## src/rtl/mod_am_multi.sv

```systemverilog
// Multi-channel AM modulator: one strobe captures a carrier sample plus NCH channel
// samples, scales each channel by the gain, mixes it with the carrier and publishes all results together.
module mod_am_multi #(
  parameter int W   = 12,
  parameter int NCH = 4,
  parameter int GW  = 8
) (
  input  logic             clk,
  input  logic             rst,
  input  logic             pls,
  input  logic             mode,
  input  logic [GW-1:0]    gain,
  input  logic [W-1:0]     carrier,
  input  logic [NCH*W-1:0] mod_in,
  output logic [NCH*W-1:0] mod_out,
  output logic             done,
  output logic             busy,
  output logic             overrun
);

  localparam int CW = $clog2(NCH + 2);
  localparam logic [0:0] S_IDLE = 1'b0;
  localparam logic [0:0] S_RUN  = 1'b1;
  localparam logic signed [W+GW:0] S_MAX = {{(GW+2){1'b0}}, {(W-1){1'b1}}};
  localparam logic signed [W+GW:0] S_MIN = {{(GW+2){1'b1}}, {(W-1){1'b0}}};

  logic                pl0_q, pl1_q;
  logic [0:0]          state_q;
  logic [CW-1:0]       cnt_q;
  logic                mode_q;
  logic [GW-1:0]       gain_q;
  logic signed [W-1:0] car_q;
  logic signed [W-1:0] sh_q [NCH];
  logic signed [W-1:0] res_q [NCH];
  logic signed [W-1:0] env_q;
  logic [NCH*W-1:0]    out_q;
  logic                done_q, busy_q, ovr_q;

  logic                  strobe;
  logic signed [W-1:0]   x;
  logic signed [W+GW:0]  p1, p1_sh;
  logic signed [W-1:0]   s_sat, env_d, res_d;
  logic signed [2*W-1:0] p2;
  logic                  unused_p2;

  assign strobe = pl0_q & ~pl1_q;

  // Stage 1: pick the channel addressed by the sequencing counter, scale by gain.
  always_comb begin
    x = '0;
    for (int i = 0; i < NCH; i++) begin
      if (cnt_q == CW'(i)) x = sh_q[i];
    end
    p1    = $signed(x) * $signed({1'b0, gain_q});
    p1_sh = p1 >>> (GW - 1);
    if (p1_sh > S_MAX)      s_sat = S_MAX[W-1:0];
    else if (p1_sh < S_MIN) s_sat = S_MIN[W-1:0];
    else                    s_sat = p1_sh[W-1:0];
    // Large-carrier mode offsets the halved envelope so it never goes negative.
    env_d = mode_q ? ((s_sat >>> 1) + W'(1 << (W - 2))) : s_sat;
  end

  // Stage 2: mix with the carrier, keep Q(W-1) result, clamp on overflow.
  always_comb begin
    p2 = car_q * env_q;
    if (p2[2*W-1] == p2[2*W-2]) res_d = p2[2*W-2:W-1];
    else if (p2[2*W-1])         res_d = {1'b1, {(W-1){1'b0}}};
    else                        res_d = {1'b0, {(W-1){1'b1}}};
  end

  assign unused_p2 = ^p2[W-2:0];

  always_ff @(posedge clk or negedge rst) begin
    if (!rst) begin
      pl0_q   <= 1'b0;
      pl1_q   <= 1'b0;
      state_q <= S_IDLE;
      cnt_q   <= '0;
      mode_q  <= 1'b0;
      gain_q  <= '0;
      car_q   <= '0;
      env_q   <= '0;
      out_q   <= '0;
      done_q  <= 1'b0;
      busy_q  <= 1'b0;
      ovr_q   <= 1'b0;
      for (int i = 0; i < NCH; i++) begin
        sh_q[i]  <= '0;
        res_q[i] <= '0;
      end
    end else begin
      pl0_q  <= pls;
      pl1_q  <= pl0_q;
      done_q <= 1'b0;
      case (state_q)
        S_IDLE: begin
          if (strobe) begin
            mode_q  <= mode;
            gain_q  <= gain;
            car_q   <= carrier;
            for (int i = 0; i < NCH; i++) sh_q[i] <= mod_in[i*W +: W];
            busy_q  <= 1'b1;
            ovr_q   <= 1'b0;
            cnt_q   <= '0;
            state_q <= S_RUN;
          end
        end
        S_RUN: begin
          if (strobe) ovr_q <= 1'b1;
          cnt_q <= cnt_q + 1'b1;
          if (cnt_q < CW'(NCH)) env_q <= env_d;
          // Stage 2 lags stage 1 by one edge, so slot i is written at count i+1.
          for (int i = 0; i < NCH; i++) begin
            if (cnt_q == CW'(i + 1)) res_q[i] <= res_d;
          end
          if (cnt_q == CW'(NCH + 1)) begin
            for (int i = 0; i < NCH; i++) out_q[i*W +: W] <= res_q[i];
            done_q  <= 1'b1;
            busy_q  <= 1'b0;
            state_q <= S_IDLE;
          end
        end
        default: state_q <= S_IDLE;
      endcase
    end
  end

  assign mod_out = out_q;
  assign done    = done_q;
  assign busy    = busy_q;
  assign overrun = ovr_q;

endmodule

```

## config.mk

```make
export PLATFORM = sky130hd
export DESIGN_NAME = mod_am_multi
export DESIGN_NICKNAME = d
export VERILOG_FILES = /design/src/rtl/mod_am_multi.sv
export SDC_FILE = /design/constraint.sdc
export NUM_CORES = 1
export LEC_CHECK = 0
export CORE_ASPECT_RATIO = 1.2
export CORE_UTILIZATION = 48
export CTS_BUF_LIST = sky130_fd_sc_hd__clkbuf_8
export DETAILED_ROUTE_END_ITERATION = 6
export PLACE_DENSITY = 0.65
export SYNTH_ARGS = -nofsm -noshare
export SYNTH_HDL_FRONTEND = slang
export SYNTH_SLANG_ARGS = --single-unit
```

## constraint.sdc

```tcl
create_clock -name clk -period 16.7 [get_ports clk]
set_input_delay 1.67 -clock clk [delete_from_list [all_inputs] [get_ports clk]]
set_output_delay 1.67 -clock clk [all_outputs]
set_load 0.1 [all_outputs]
```

==> results_dict.tcl <==
set metrics [dict create \
    status "completed" \
    synth_edf_count 0 \
    cp-end-kind "flip-flop" \
    cts_tree "done" \
    synthTopCellsByArea "dfrtp_1 28%, fa_1 26%, mux2_2 8.1%" \
    synth_cell_types 77 \
    slew_viol_final 0 \
    pin_count 123 \
    grt_max_degree 102 \
    numCtsBuffers 17 \
    wl_per_cell_um 16.0 \
    hold_path.class "reg2reg" \
    rsz0062_at_grt "false" \
    htreeDepth 4 \
    num_rows 73 \
    slew_headroom 0.266 \
    drt_wl_total_mm 34.2 \
    clockBufferDepth 2 \
    firstDrtPassIters 5 \
    netlist.top_cell.by_area "dfrtp_1" \
    die_x_um 171 \
    dieHeight_um 205 \
    ant_nets 0 \
    synth.most_common_cell "inv_1" \
    ctsHoldBuffers 0 \
    syn_area_um2 16400 \
    cts.sinks 186 \
    gr-total-overflow 0 \
    synthCells 1600 \
    cts_setup_buffers 0 \
    cts_resized 0 \
    grt_pass1_vias 11791 \
    hold_depth 0 \
    worstPathArrival_ns 7.65 \
    tns_ns 0 \
    yosys_warnings 0 \
    synth_common_cells "274 x inv_1, 213 x fa_1, 186 x dfrtp_1" \
    skew_ns 0.0211 \
    fillCellCount 3070 \
    cp.required_ns 17.07 \
    clock.fmax_mhz 137 \
    yosys_register_bits 186 \
    cp_max_fo 18 \
    start_util 0.492 \
    finalNetCount 2051 \
    grt_antenna_before_repair 0 \
    syn_to_final_growth_pct 11.9 \
    setup_viol 0 \
    vias_per_cell 5.17 \
    drive_gt1_frac 0.109 \
    tightest_slew_ns 1.10 \
    yosys.area.top_type_share 0.283 \
    gp_congestion 0.831 \
    drc 0 \
    regArea_um2 4650 \
    cap_violations 0 \
    crit_type "reg2reg" \
    gr-usage-all-layers 0.210 \
    hold_viol_final 0 \
    grt_pass1_wl_mm 57.8 \
    clk_latency_ns 0.48 \
    n_antenna_cell 0 \
    first_iter_violations 479 \
    seq_area_frac_synth 0.283 \
    clk_pin_slew_ns 0.11 \
    via_count 11064 \
    cts-root-buf "clkbuf_8" \
    r2r.worst_path.cells 25 \
    dieArea_um2 35000 \
    start_kind "flip-flop" \
    io_buffers 122 \
    multi_input_area_um2 10500 \
    min_period_ns 7.28 \
    syn_nets 1976 \
    synth-async-reset-ratio 1.00 \
    place_hpwl_mm 27.6 \
    period_share 0.436 \
    synthFlopType "dfrtp_1" \
    core_area_um2 33400 \
    syn_avg_cell_area_um2 10.3 \
]
-- state kept, by name, indices dropped and copies added, names as in the netlist --
signal   count
env_q       12
mode_q       1
done         1
res_q       48
sh_q        48
state_q      1
busy         1
pl1_q        1
pl0_q        1
car_q       12
gain_q       8
cnt_q        3
overrun      1
mod_out     48
-- cell type report --
class / instances / area share
multi-input cells: 1070 / 0.570
inverters: 275 / 0.0561
clock buffers: 17 / 0.0127
flip-flops and latches: 186 / 0.253
well taps: 450 / 0.0306
clock inverters: 15 / 0.0103
repair buffers: 125 / 0.0678
-- stage by stage --
stage	setup WS [ns]	hold WS (ns)	cell area, um^2	util	cells
5_1_grt	8.80	0.413	18400	0.551	2138
3_5_place_dp	9.43	0.374	18000	0.538	2106
3_3_place_gp	9.67	0.366	18000	0.538	2106
2_1_floorplan	10.29	0.355	16400	-	1600
6_report	9.42	0.401	18400	0.551	2138
4_1_cts	9.41	0.398	18400	0.551	2138
-- logic make-up after synthesis --
| kind of cell | share of synthesized area |
|---|---|
| multiplexers | 0.0845 |
| AND/OR/NAND/NOR | 0.114 |
| AO/OA/AOI/OAI | 0.0890 |
| adder cells (fa/ha/maj) | 0.329 |
| XOR/XNOR | 0.0204 |
| flip-flops | 0.283 |
| buffers and inverters | 0.0798 |
-- cells in the final DEF (no fill, tap or decap), types with 3 or more instances in the layout --
cell             instances
a211o_1                  5
a211oi_1                 4
a21o_1                   9
a21oi_1                 61
a21oi_2                  3
a221o_1                  9
a22o_1                   6
a22oi_1                 11
a31oi_1                  3
and2_1                  76
and3_1                   7
buf_4                    3
clkbuf_8                18
clkdlybuf4s50_1        121
clkinv_8                 6
dfrtp_1                186
fa_1                   213
ha_1                    91
inv_1                  274
inv_6                    4
inv_8                    3
mux2_2                 118
mux2i_1                  5
nand2_1                178
nand2b_1                18
nand3_1                  4
nand3b_1                 5
nand4_1                  6
nor2_1                  61
nor2b_1                 23
nor3_1                   7
o211ai_1                 3
o21a_1                   9
o21ai_0                 23
o21ai_1                 28
or2_2                    3
xnor2_1                 24
xor2_1                   8
-- path summary, 6_finish.rpt --
check,startpoint,end,slack [ns]
setup / recovery,cnt_q[1],env_q[7],9.42
hold / removal,pl0_q,pl1_q,0.40
setup reg to reg,cnt_q[1],env_q[7],9.42
hold reg to reg,pl0_q,pl1_q,0.40
max in group asynchronous,rst,mod_out[27],13.85
min in group asynchronous,rst,sh_q[44],1.25
-- worst max-delay path, cell delays in order, from the launching register on --
cell,delay (ns)
dfrtp_1,0.40
inv_1,0.07
ha_1,0.39
nor2b_1,0.62
a22oi_1,0.16
nor2_1,0.13
a21oi_1,0.07
o21ai_1,0.51
nand2_1,0.15
fa_1,0.52
inv_1,0.05
fa_1,0.48
fa_1,0.49
inv_1,0.05
fa_1,0.53
inv_1,0.04
ha_1,0.42
a21oi_1,0.24
o21ai_1,0.10
a31o_1,0.25
a221o_1,0.37
o21a_1,0.17
o32ai_1,0.31
nand2b_1,0.12
and3_1,0.27
a221o_1,0.28
-- routing by layer --
metal / wire (um) / track usage / share of wire
met1: 14200 / 0.254 / 0.41
met2: 18500 / 0.393 / 0.54
met3: 1050 / 0.0292 / 0.031
met4: 446 / 0.0501 / 0.013
met5: 0 / 0 / 0
Power is not shown: default switching activity piles up to over one toggle a cycle in this logic, so the estimate is an artifact.
